File: src/rtl/pulse_burst_arbiter_if.sv
// Requester bus plus the control/feedback wires of the shared pulse generator.
// The arbiter takes the master side; requesters and the generator sit on the slave side.
interface pulse_burst_arbiter_if #(
    parameter int N = 8,
    parameter int C = 8,
    parameter int R = 4
);
    logic [R-1:0]   req;
    logic [R*N-1:0] period;
    logic [R*C-1:0] count;
    logic [R-1:0]   grant;
    logic [R-1:0]   done;
    logic           busy;
    logic           pulse_out;
    logic           pg_rst;
    logic           pg_ena;
    logic [N-1:0]   pg_ticks;
    logic           pg_out;

    modport master (
        input  req, period, count, pg_out,
        output grant, done, busy, pulse_out, pg_rst, pg_ena, pg_ticks
    );

    modport slave (
        output req, period, count, pg_out,
        input  grant, done, busy, pulse_out, pg_rst, pg_ena, pg_ticks
    );
endinterface

File: src/rtl/pulse_burst_arbiter.sv
// Round-robin sequencer sharing one pulse generator among R burst requesters:
// grant, clear/load the generator, count its pulses, then strobe done.
module pulse_burst_arbiter #(
    parameter int N = 8,
    parameter int C = 8,
    parameter int R = 4
) (
    input  logic                 clk,
    input  logic                 rst,
    pulse_burst_arbiter_if.master bus
);
    localparam int IW = (R > 1) ? $clog2(R) : 1;

    localparam logic [1:0] S_IDLE = 2'd0;
    localparam logic [1:0] S_LOAD = 2'd1;
    localparam logic [1:0] S_RUN  = 2'd2;
    localparam logic [1:0] S_DONE = 2'd3;

    logic [1:0]    state_q, state_d;
    logic [IW-1:0] last_q, own_q, win, cand;
    logic          win_vld;
    logic [N-1:0]  per_q, win_per;
    logic [C-1:0]  rem_q, win_cnt;
    logic [R-1:0]  grant_q, done_q;
    logic          busy;

    // Search starts just after the previous winner and wraps, so every requester gets a turn.
    always_comb begin : rr_pick
        // NOTE: every variable is defaulted before any branch so no path leaves it
        // unassigned, which would otherwise infer a latch.
        win     = last_q;
        win_vld = 1'b0;
        cand    = last_q;
        for (int i = 1; i <= R; i++) begin
            cand = IW'((int'(last_q) + i) % R);
            if (!win_vld && bus.req[cand]) begin
                win     = cand;
                win_vld = 1'b1;
            end
        end
    end

    always_comb begin : win_fields
        win_per = '0;
        win_cnt = '0;
        for (int i = 0; i < R; i++) begin
            if (IW'(i) == win) begin
                win_per = bus.period[i*N +: N];
                win_cnt = bus.count[i*C +: C];
            end
        end
    end

    always_comb begin : next_state
        state_d = state_q;
        case (state_q)
            S_IDLE: if (win_vld) state_d = (win_cnt == '0) ? S_DONE : S_LOAD;
            S_LOAD: state_d = bus.req[own_q] ? S_RUN : S_IDLE;
            // Abort takes priority over completion: a dropped request never gets done.
            S_RUN: begin
                if (!bus.req[own_q])                    state_d = S_IDLE;
                else if (bus.pg_out && rem_q == C'(1))  state_d = S_DONE;
            end
            S_DONE:  state_d = S_IDLE;
            default: state_d = S_IDLE;
        endcase
    end

    always_ff @(posedge clk or negedge rst) begin
        if (!rst) begin
            state_q <= S_IDLE;
            last_q  <= IW'(R - 1);
            own_q   <= '0;
            per_q   <= '0;
            rem_q   <= '0;
            grant_q <= '0;
            done_q  <= '0;
        end else begin
            // NOTE: non-blocking assignments so every register samples pre-edge values.
            state_q <= state_d;
            done_q  <= (state_d == S_DONE)
                       ? (R'(1) << ((state_q == S_IDLE) ? win : own_q)) : '0;
            grant_q <= (state_d == S_LOAD) ? (R'(1) << win)
                     : (state_d == S_RUN)  ? grant_q : '0;
            if (state_q == S_IDLE && win_vld) begin
                own_q  <= win;
                last_q <= win;
                per_q  <= win_per;
                rem_q  <= win_cnt;
            end else if (state_q == S_RUN && bus.pg_out) begin
                rem_q <= rem_q - C'(1);
            end
        end
    end

    assign busy          = (state_q != S_IDLE);
    assign bus.busy      = busy;
    assign bus.grant     = grant_q;
    assign bus.done      = done_q;
    assign bus.pg_ena    = (state_q == S_RUN);
    assign bus.pulse_out = bus.pg_out & (state_q == S_RUN);
    // The generator is also held clear while the arbiter itself is in reset.
    assign bus.pg_rst    = (state_q == S_LOAD) | ~rst;
    assign bus.pg_ticks  = busy ? per_q : '0;
endmodule

File: src/flat_wrapper.sv
// flat-port wrapper written by rule: the top's interface ports become plain ports
module pulse_burst_arbiter_flat 
#(
    parameter int N = 8,
    parameter int C = 8,
    parameter int R = 4
)
  (clk, rst, bus_req, bus_period, bus_count, bus_pg_out, bus_grant, bus_done, bus_busy, bus_pulse_out, bus_pg_rst, bus_pg_ena, bus_pg_ticks);
  pulse_burst_arbiter_if #(.N(N), .C(C), .R(R)) bus_i ();
  input  logic clk;
  input  logic rst;
  input wire logic [$bits(bus_i.req)-1:0] bus_req;
  input wire logic [$bits(bus_i.period)-1:0] bus_period;
  input wire logic [$bits(bus_i.count)-1:0] bus_count;
  input wire logic [$bits(bus_i.pg_out)-1:0] bus_pg_out;
  output wire logic [$bits(bus_i.grant)-1:0] bus_grant;
  output wire logic [$bits(bus_i.done)-1:0] bus_done;
  output wire logic [$bits(bus_i.busy)-1:0] bus_busy;
  output wire logic [$bits(bus_i.pulse_out)-1:0] bus_pulse_out;
  output wire logic [$bits(bus_i.pg_rst)-1:0] bus_pg_rst;
  output wire logic [$bits(bus_i.pg_ena)-1:0] bus_pg_ena;
  output wire logic [$bits(bus_i.pg_ticks)-1:0] bus_pg_ticks;
  assign bus_i.req = bus_req;
  assign bus_i.period = bus_period;
  assign bus_i.count = bus_count;
  assign bus_i.pg_out = bus_pg_out;
  assign bus_grant = bus_i.grant;
  assign bus_done = bus_i.done;
  assign bus_busy = bus_i.busy;
  assign bus_pulse_out = bus_i.pulse_out;
  assign bus_pg_rst = bus_i.pg_rst;
  assign bus_pg_ena = bus_i.pg_ena;
  assign bus_pg_ticks = bus_i.pg_ticks;
  pulse_burst_arbiter #(.N(N), .C(C), .R(R)) u_core (.clk(clk), .rst(rst), .bus(bus_i));
endmodule
File: config.mk
export PLATFORM = sky130hd
export DESIGN_NAME = pulse_burst_arbiter_flat
export DESIGN_NICKNAME = d
export VERILOG_FILES = /design/src/rtl/pulse_burst_arbiter_if.sv /design/src/rtl/pulse_burst_arbiter.sv /design/src/flat_wrapper.sv
export SDC_FILE = /design/constraint.sdc
export NUM_CORES = 1
export LEC_CHECK = 0
export CAP_MARGIN = 20
export CORE_MARGIN = 2
export CORE_UTILIZATION = 25
export DETAILED_ROUTE_END_ITERATION = 10
export HOLD_SLACK_MARGIN = 0.15
export MAX_ROUTING_LAYER = met4
export PLACE_DENSITY = 0.51
export SYNTH_ARGS = -nofsm -noshare
export SYNTH_HDL_FRONTEND = slang
export SYNTH_SLANG_ARGS = --single-unit
export TNS_END_PERCENT = 100
File: constraint.sdc
create_clock -name clk -period 5.8 [get_ports clk]
set_clock_uncertainty 0.05 [all_clocks]
set_input_delay 1.45 -clock clk [delete_from_list [all_inputs] [get_ports clk]]
set_output_delay 1.45 -clock clk [all_outputs]
set_load 0.005 [all_outputs]
# Word level (Yosys, flattened, before mapping)
# Index checks and enable logic that the tools add are counted.
[word_totals]
register_bits = 30
[classes]
n_addsub = 5
shifts = 2
n_bitwise = 3
order_cmp = 5
n_eq_ne = 11
n_mux = 39
reduce_logical = 14
[op_table]
columns = ["op", "count"]
rows = [
  ["2-to-1 mux 8 bit", 11],
  ["2-to-1 mux 2 bit", 10],
  ["< comparator 2 x 3 -> 1 bit, second input constant", 5],
  ["2-to-1 mux 4 bit", 3],
  ["binary-select mux 1 bit (select 2 bit)", 5],
  ["2-to-1 mux 1 bit", 9],
  ["equality test 2 bit, second input constant", 4],
  ["equality test 8 x 1 -> 1 bit, second input constant", 1],
  ["logical NOT 8 bit", 1],
  ["case mux 2 bit (4 select lines)", 1],
  ["<< shifter 1 x 2 -> 4 bit, first input constant", 2],
  ["subtractor 8 x 1 -> 8 bit, second input constant", 1],
  ["logical AND 1 bit", 6],
  ["adder 2 x 1 -> 2 bit, second input constant", 2],
  ["adder 2 bit, second input constant", 2],
  ["equality test 2 x 1 -> 1 bit, second input constant", 2],
  ["equality test 2 bit, first input constant", 2],
  ["logical NOT 2 bit", 2],
  ["nonzero test 2 bit", 2],
  ["logical NOT 1 bit", 3],
  ["equality test 1 x 2 -> 1 bit, first input constant", 1],
  ["!= test 2 x 1 -> 1 bit, second input constant", 1],
  ["AND 1 bit", 1],
  ["inverter 1 bit", 1],
  ["OR 1 bit", 1],
]

# Longest topological paths before layout
# Gate-level depths: netlist of run 1.
[logic_depth]
ltp_word = 25
mapped_depth = 9
mapped_depth_nobuf = 7

# Least setup slack after synthesis of run 1
# Ideal clock, no wire load.
[synth_path]
path_kind = "input port to output port"
startpoint = "input bus_pg_out"
endpoint = "output bus_pulse_out"
cell_stages = 2
arrival_time_ps = 1701
slack_ps = 2599
cell_sequence = "nand2_1 > inv_1"
[synth_between]
elab_chain_len = 1
[synth_lines]
columns = ["element", "line", "source"]
rows = [
  ["from (decl)", "flat_wrapper.sv:15", "input wire logic [$bits(bus_i.pg_out)-1:0] bus_pg_out;"],
  ["AND 1 bit", "pulse_burst_arbiter.sv:101", "assign bus.pulse_out = bus.pg_out & (state_q == S_RUN);"],
  ["to (decl)", "flat_wrapper.sv:19", "output wire logic [$bits(bus_i.pulse_out)-1:0] bus_pulse_out;"],
]
# No other way between the ends.

# Worst setup path in the final report of run 1
# Ends and elaborated chain as after synthesis.

==> metrics.md, run 1 <==
| Metric | Value |
|---|---|
| Syn nets | `298` |
| Main synth FF type | `dfrtp_1` |
| Post-DRT Antenna Nets | `0` |
| Syn Area/Cell | `9.43 µm²` |
| Post-DR wirelength/cell | `15.6 µm` |
| Final setup margin | `1570 ps` |
| Power density cells | `~430 nW/µm²` |
| Worst IR Drop VDD | `approximately 0.00021 V` |
| Detail Route met2 WL | `3.38 mm` |
| Core Area | `between 8000 and 9000 µm²` |
| CTS sink count | `30` |
| Worst-margin pin slew | `around 900 ps` |
| Mapped Cells | `around 230` |
| Min-delay src | `u_core.per_q[1]` |
| EDFF count, synth | `0` |
| Pre-CTS setup slack | `~1400 ps` |
| Postcts setup bufs | `0` |
| Count of input and output buffers | `90` |
| RR Startpoint | `u_core.state_q[0]` |
| Initial antenna violation count | `0` |
| Initial DRC Count | `77` |
| Maxcap violations | `0` |
| Worst rel slew slack | `0.384` |
| Estimated wirelength of the detail-placed design | `approximately 5.1 mm` |
| Clk slew on worst S/H paths | `around 60 ps` |
| Ys async rst share | `1.00` |
| Resized cells post-CTS | `0` |
| Final std cells w/o fill | `420` |
| Leak | `approximately 1.3 nW` |
| Final hold viol count | `0` |
| Die Ht | `about 96 µm` |
| Worst min path class | `reg2reg` |
| Hold_buf cts | `0` |
| Largest net degree at the start of global routing | `31` |
| Die Outline Area | `9240 µm²` |
| Initial Util | `0.258` |
| Via count | `2037` |
| RSZ-0062 raised after global routing | `no` |
| Final Core Density | `0.391` |
| ANT cells | `0` |
| Top Ports | `91` |
| CTS max path bufs | `2` |
| Outcome | `completed` |
| Post-route setup TNS | `0 ps` |
| Fmax achieved | `approximately 240 MHz` |
| Synth cell types | `just under 50` |
| Top layer in use | `met4` |
| Total power | `1.39 mW` |
| Startpoint types | `input port` |
| Cts bufs inserted | `5` |
| Number of global-route vias before repair | `2012` |
| Crit path kind | `in2out` |
| Slew Viols, Final | `0` |
| CP max FO | `8` |
| RD Place Congestion | `slightly below 0.9` |
| Seq cells post-synth | `30` |
| # DRC | `0` |
| Cell Area, Synth | `roughly 2100 µm²` |
| Sequential-to-total area share from yosys stat | `0.355` |
| H-tree level count | `2` |
| Layout cells sized above 1 | `0.0921` |
| Final count of negative-setup-slack endpoints | `0` |
| DR vias/cell | `4.85` |
| Total global-route track usage | `0.148` |
| CP arrival | `2730 ps` |
| Worst EP required | `between 4000 and 5000 ps` |
| Minimum clock period after layout | `roughly 4200 ps` |
| Worst Setup SP | `bus_pg_out` |
| Die W | `around 96 µm` |
| First-pass GRT wire length | `a little over 10 mm` |
| Routed wire length | `around 6.6 mm` |
| Clock root buffer | `clkbuf_8` |
| GR Overflow Total | `0` |
| Layout Nets | `roughly 390` |
| Period utilization | `0.729` |
| DP Cell Count | `412` |
| Met3 wire len | `162 µm` |
| FP Rows | `33` |
| Pre-antenna DRT Iters | `5` |
| Layout area overhead | `51.5%` |
| Worst setup EP type | `output port` |
| Ys Warns | `0` |
| M1 WL | `~3.0 mm` |
| CTS tree | `yes` |
| Clk_lat worst skew | `~280 ps` |
## registers in the layout, indices dropped and copies added, names as in the netlist
register / flops
u_core.rem_q: 8
u_core.state_q: 2
u_core.bus.grant: 4
u_core.per_q: 8
u_core.own_q: 2
u_core.bus.done: 4
u_core.last_q: 2
## synth_stat cells (all sizes together) (2+ instances only)
master	n	area share
nor2	26	0.051
nor3b	2	0.0071
a31oi	2	0.0059
a21oi	10	0.027
inv	7	0.012
a21o	2	0.0071
mux2i	16	0.075
a31o	3	0.012
a221o	2	0.0094
buf	3	0.013
a211oi	2	0.013
nor3	7	0.017
nor4	5	0.015
nand2	23	0.041
and2	8	0.024
xnor2	4	0.017
a41oi	2	0.012
a221oi	9	0.045
and3	4	0.012
ha	2	0.012
mux4	7	0.083
dfstp	2	0.025
dfrtp	28	0.33
nor2b	3	0.0088
nand3	2	0.0047
o21ai	18	0.044
clkbuf	9	0.016
o31ai	2	0.0071
nand2b	4	0.012
## worst max-delay path, stage by stage
cell and delay (ps):
clkdlybuf4s50_1 450, nand2_1 160, inv_1 160, clkdlybuf4s50_1 510
## worst paths after layout
path / to / slack (ps) / cells past startpoint
worst max-delay path: bus_pulse_out / 1570 / 4
max in group asynchronous: u_core.last_q[1] / 3780 / 2
worst min-delay path: u_core.per_q[1] / 420 / 2
min in group asynchronous: u_core.rem_q[4] / 1590 / 2
worst max register to register: u_core.bus.grant[3] / 2910 / 7
worst min register to register: u_core.per_q[1] / 420 / 2
## stage by stage
stage               hold WS [ps]  instance area [µm²]
floorplan                    392                 2120
global placement             404                 3120
detailed placement           415                 3120
CTS                          430                 3210
global route                 451                 3210
finish                       423                 3210
## area by class of cell
class	instances	area [µm²]
clock buffers	7	86.3
clock inverters	1	5.00
fillers	833	5000
inverters	7	26.3
multi-input cells	176	1280
flip-flops and latches	30	753
well taps	105	131
repair buffers	94	931
## cells by family after synthesis
logic type / share of synthesized area
xor+xnor: 0.0165
compound gates: 0.196
simple gates: 0.216
mux: 0.164
buf+inv: 0.0413
flops: 0.355
fa+ha+maj: 0.0118
## where the power goes
part           switching [mW]  internal [mW]
Combinational           0.424          0.399
Clock                  0.0804         0.0956
Sequential             0.0815          0.307
Total                   0.586          0.802
## layer usage
layer | vias to the layer above | global-route usage
met2 | 32 | 0.242
met3 | 4 | 0.0235
li1 | 1009 | -
met5 | - | -
met4 | 0 | 0.0429
met1 | 992 | 0.188
## placed cells by master, fill, tap and decap left out, types with 3 or more instances in the layout
| cell type | n |
|---|---|
| buf_4 | 4 |
| nor2_1 | 24 |
| clkbuf_8 | 6 |
| nor4_1 | 5 |
| inv_1 | 7 |
| a31o_2 | 3 |
| o21ai_0 | 17 |
| mux2i_1 | 16 |
| nand2_1 | 23 |
| a21oi_1 | 8 |
| a221oi_1 | 8 |
| mux4_1 | 5 |
| and3_1 | 4 |
| xnor2_1 | 4 |
| nor2b_1 | 3 |
| clkdlybuf4s50_1 | 90 |
| dfrtp_1 | 28 |
| nor3_1 | 7 |
| and2_1 | 8 |
| nand2b_1 | 4 |
(Power assumes the default switching activity.)
==> run 2: changes to the inputs <==
Clock period 5.8 ns to 3.91 ns, I/O delays scaled along.
==> run 2 against run 1 <==
  * Clock power rose by 52%
  * Critical path type unchanged
  * Non-clock buffer count up 5
  * Largest power group unchanged
  * Critical path depth did not move
  * Hold slack worse by 1.9 ps
==> metrics.md, run 2 (synthesis gave the netlist of run 1 again) <==
| Metric | Value |
|---|---|
| Layout Nets | `about 390` |
| Post-DR wirelength/cell | `between 15 and 20 µm` |
| Worst setup EP type | `output port` |
| Slew Viols, Final | `0` |
| Area of the multi-input gates | `about 1300 µm²` |
| Storage element area | `between 700 and 800 µm²` |
| Initial DRC Count | `~80` |
| Post-route setup TNS | `0 ps` |
| Total global-route track usage | `0.145` |
| CP arrival | `2290 ps` |
| GR Overflow Total | `0` |
| Worst min path class | `reg2reg` |
| First-pass GRT wire length | `a little under 10 mm` |
| Worst rel slew slack | `0.652` |
| Startpoint types | `input port` |
| Die W | `between 90 and 100 µm` |
| Most common cell after layout, fill and taps aside | `clkdlybuf4s50_1` |
| Net Sw Power | `0.884 mW` |
| Hold depth | `2` |
| Top Ports | `91` |
| Clk_lat worst skew | `between 200 and 300 ps` |
| Layout cells sized above 1 | `0.109` |
| Most frequent cells in the layout | `clkdlybuf4s50_1, dfrtp_1, nor2_1` |
| Net Sw Frac | `0.420` |
| Worst EP required | `2880 ps` |
| FP Rows | `33` |
| Maxcap violations | `0` |
| Cts bufs inserted | `5` |
| Fmax achieved | `301 MHz` |
| H-tree level count | `2` |
| Total power | `around 2.1 mW` |
| Die Ht | `96.1 µm` |
| Count of input and output buffers | `90` |
| Crit path kind | `in2out` |
| CTS sink count | `30` |
| Int Power | `between 1 and 1.5 mW` |
| Clk slew on worst S/H paths | `70 ps` |
| CTS max path bufs | `2` |
| Clock power frac | `0.127` |
| Clock root buffer | `clkbuf_8` |
| Power density cells | `about 650 nW/µm²` |
| Leak | `between 1 and 1.5 nW` |
| Combinational Power Share | `0.601` |
| Core Area | `8220 µm²` |
| Period utilization | `0.849` |
| Minimum clock period after layout | `3320 ps` |
| Postcts setup bufs | `0` |
| CTS tree | `yes` |
| Top Registers | `u_core.per_q x8, u_core.rem_q x8` |
| Post-DRT Antenna Nets | `0` |
| Resized cells post-CTS | `0` |
| Layout area overhead | `53.4%` |
| Sequential share of power | `0.272` |
| Estimated wirelength of the detail-placed design | `between 5 and 6 mm` |
| Outcome | `completed` |
| Worst-margin pin slew | `approximately 520 ps` |
| Fillers | `roughly 800` |
| Number of global-route vias before repair | `approximately 1900` |
| CP max FO | `8` |
| Pre-antenna DRT Iters | `4` |
| Final count of negative-setup-slack endpoints | `0` |
| Hold_buf cts | `0` |
| Worst IR Drop VDD | `between 0.0003 and 0.0004 V` |
| Via count | `around 2000` |
| Final hold viol count | `0` |
| RD Place Congestion | `between 0.8 and 0.9` |
| Initial Util | `0.258` |
| ANT cells | `0` |
| DR vias/cell | `around 4.8` |
| Reg2Reg Depth | `7` |
| RSZ-0062 raised after global routing | `no` |
| Routed wire length | `about 6.6 mm` |
| Die Outline Area | `roughly 9200 µm²` |
| Initial antenna violation count | `0` |
| # DRC | `0` |
| Largest net degree at the start of global routing | `31` |
## run 2: changes by cell type in the layout (fill, tap and decap cells not counted)
cell | previous run | this run
buf_4 | 4 | 9
clkbuf_1 | 1 | 0
clkinvlp_4 | 0 | 1
## run 2: metal layers
layer | global-route usage | vias to the layer above | wire (µm)
li1 | - | 1022 | -
met1 | 0.191 | 958 | 2890
met2 | 0.233 | 55 | 3350
met3 | 0.0204 | 6 | 278
met4 | 0.0429 | 0 | 72
met5 | - | - | 0
## run 2: power by group through the flow
stage | clock network [mW] | registers, mW | logic [mW]
floorplan | 0 | 0.534 | 0.838
global placement | 0 | 0.577 | 1.28
detailed placement | 0 | 0.578 | 1.28
CTS | 0.273 | 0.572 | 1.28
global route | 0.288 | 0.593 | 1.39
finish | 0.267 | 0.573 | 1.27
## run 2: per-stage QoR
step | hold slack, ps | instance area, µm² | worst slack [ps] | instances | utilization
after detailed placement | 413 | 3160 | 328 | 417 | 0.385
final | 421 | 3260 | 589 | 425 | 0.396
after global placement | 405 | 3160 | 404 | 417 | 0.385
after CTS | 429 | 3260 | 575 | 425 | 0.396
after global routing | 454 | 3260 | 487 | 425 | 0.396
after floorplan | 392 | 2120 | 1230 | 225 | -
## run 2: path summary, 6_finish.rpt
check	from	slack, ps	endpoint
max in group asynchronous	rst	2390	u_core.last_q[1]
setup reg to reg	u_core.state_q[0]	1220	u_core.bus.grant[3]
hold / removal	u_core.per_q[2]	420	u_core.per_q[2]
min in group asynchronous	rst	1100	u_core.rem_q[5]
hold reg to reg	u_core.per_q[2]	420	u_core.per_q[2]
setup / recovery	bus_pg_out	590	bus_pulse_out
## run 2: critical path, stage by stage
cell	delay (ps)
clkdlybuf4s50_1	460
nand2_1	170
inv_1	170
clkdlybuf4s50_1	510
## run 2: layout make-up
type | count | share of cell area
Clock buffer | 6 | 0.0254
Clock inverter | 2 | 0.00384
Inverter | 7 | 0.00807
Multi-Input combinational cell | 176 | 0.394
Sequential cell | 30 | 0.231
Tap cell | 105 | 0.0404
Timing Repair Buffer | 99 | 0.297
==> run 3: changes to the inputs <==
Settings changed: PLACE_DENSITY 0.51 to 0.53.
Clock period 3.91 ns to 3 ns, I/O delays scaled along.
==> run 3 against run 2 <==
  * Register-to-register slack worse by 660 ps
  * Hold slack better by 3.7 ps
  * Critical path depth rose by 2
  * Final area rose by 4.2%
==> metrics.md, run 3 (synthesis gave the netlist of run 1 again) <==
| Metric | Value |
|---|---|
| Hold Path End | `u_core.per_q[7]` |
| Worst-margin pin slew | `between 300 and 400 ps` |
| Most common cell after layout, fill and taps aside | `clkdlybuf4s50_1` |
| Crit path kind | `in2reg` |
| Minimum clock period after layout | `approximately 2900 ps` |
| CP arrival | `between 2000 and 3000 ps` |
| FP Rows | `33` |
| Cell Chain, Critical Path | `clkdlybuf4s50_1, nor2_1, a221o_1, buf_4, mux4_2, a221o_1` |
| Initial antenna violation count | `0` |
| Reg-to-reg setup timing slack | `about 560 ps` |
| Top Ports | `91` |
| Core Area | `8220 µm²` |
| Clk_lat worst skew | `about 280 ps` |
| Die Outline Area | `between 9000 and 10000 µm²` |
| Worst min path class | `reg2reg` |
| Min-delay src | `u_core.per_q[7]` |
| Die W | `around 96 µm` |
| Crit-path most repeated cell | `a221o_1` |
| Clock power frac | `0.109` |
| Final count of negative-setup-slack endpoints | `0` |
| Period utilization | `0.959` |
| Post-DRT Antenna Nets | `0` |
| Net Sw Frac | `0.404` |
| Routed wire length | `between 6 and 7 mm` |
| Most frequent cells in the layout | `clkdlybuf4s50_1, buf_4, dfrtp_1` |
| Clock root buffer | `clkbuf_8` |
| Worst setup EP type | `flop` |
| Startpoint types | `input port` |
| Largest net degree at the start of global routing | `31` |
| Layout area overhead | `59.9%` |
| Initial DRC Count | `between 70 and 80` |
| Largest stage delay, worst path | `around 500 ps` |
| Fmax achieved | `approximately 350 MHz` |
| DR vias/cell | `roughly 4.7` |
| Layout cells sized above 1 | `0.159` |
| CP max-delay cell | `mux4_2` |
| RR Startpoint | `u_core.last_q[0]` |
| Number of global-route vias before repair | `~2000` |
| Total global-route track usage | `0.147` |
| Resized cells post-CTS | `0` |
| Initial Util | `0.258` |
| Crit Reg-Reg Endpoint | `u_core.rem_q[3]` |
| Leak | `about 1.4 nW` |
| RD Place Congestion | `about 0.8` |
| Reg2Reg Depth | `6` |
| Power density cells | `829 nW/µm²` |
| Hold depth | `2` |
| Hold_buf cts | `0` |
| Worst EP required | `3110 ps` |
| Sequential share of power | `0.264` |
| H-tree level count | `2` |
| GR Overflow Total | `0` |
| Layout Nets | `~400` |
| Estimated wirelength of the detail-placed design | `5.13 mm` |
| Int Power | `1.68 mW` |
| # DRC | `0` |
| Buf/Inv on CP | `2` |
| First-pass GRT wire length | `around 10 mm` |
| Via count | `2082` |
| Final Core Density | `0.413` |
| Worst rel slew slack | `0.733` |
| CTS tree | `yes` |
| CTS sink count | `30` |
| Worst IR Drop VDD | `roughly 0.00032 V` |
| ANT cells | `0` |
| Top Registers | `u_core.per_q x8, u_core.rem_q x8` |
| RSZ-0062 raised after global routing | `no` |
| Family with the most delay on the worst path | `compound AO/OA/AOI/OAI gates` |
| Net Sw Power | `approximately 1.1 mW` |
| Clk slew on worst S/H paths | `about 60 ps` |
| Slew Viols, Final | `0` |
| Total power | `around 2.8 mW` |
| Die Ht | `~96 µm` |
| CTS max path bufs | `2` |
| Count of input and output buffers | `90` |
| CP max FO | `7` |
| Outcome | `completed` |
| Pre-antenna DRT Iters | `4` |
| Combinational Power Share | `0.627` |
| Maxcap violations | `0` |
| Postcts setup bufs | `0` |
| Final hold viol count | `0` |
| Post-DR wirelength/cell | `approximately 14 µm` |
| Cts bufs inserted | `5` |
run 3: how the worst max path moves through the flow:
stage / start / to / slack, ps / cells past startpoint
2_1_floorplan: bus_req[2] / u_core.bus.grant[1] / 550 / 8
3_3_place_gp: bus_req[0] / u_core.rem_q[3] / -70 / 6
3_5_place_dp: bus_req[0] / u_core.rem_q[3] / -160 / 6
4_1_cts: bus_req[0] / u_core.rem_q[3] / 110 / 6
5_1_grt: bus_req[2] / u_core.rem_q[4] / 30 / 9
6_report: bus_req[0] / u_core.rem_q[3] / 120 / 6
run 3: final cells by class:
cell class	count	area, µm²
Clock inverter	2	10.0
Inverter	7	26.3
Sequential cell	30	753
Fill cell	825	4820
Clock buffer	6	72.6
Multi-Input combinational cell	176	1280
Tap cell	105	131
Timing Repair Buffer	119	1120
run 3: worst register-to-register path, cell delays in order (launching register included):
cell and delay [ps]:
dfstp_2 620, nand2b_1 170, o21ai_2 70, a221o_1 430, buf_4 190, mux4_2 430
a221o_1 360
run 3: metal layers:
layer | GRT usage | wire (µm) | vias up
li1 | - | - | 1063
met3 | 0.0196 | 184 | 6
met2 | 0.236 | 3170 | 32
met4 | 0.0417 | 74 | 0
met5 | - | 0 | -
met1 | 0.193 | 2940 | 981
run 3: power groups by stage:
stage / Sequential (mW) / Combinational (mW) / Clock [mW]
after floorplan: 0.696 / 1.09 / 0
after global placement: 0.746 / 1.77 / 0
after detailed placement: 0.752 / 1.78 / 0
after CTS: 0.745 / 1.79 / 0.321
after global routing: 0.769 / 1.96 / 0.335
final: 0.743 / 1.76 / 0.306
run 3: through the flow:
step	std cells	instance area, µm²	setup slack (ps)	hold WS (ps)	setup TNS, ps
3_3_place_gp	437	3310	-68.4	404	-455
5_1_grt	445	3390	29.6	457	0
3_5_place_dp	437	3310	-165	413	-1250
2_1_floorplan	225	2120	548	392	0
4_1_cts	445	3390	114	428	0
6_report	445	3390	124	425	0
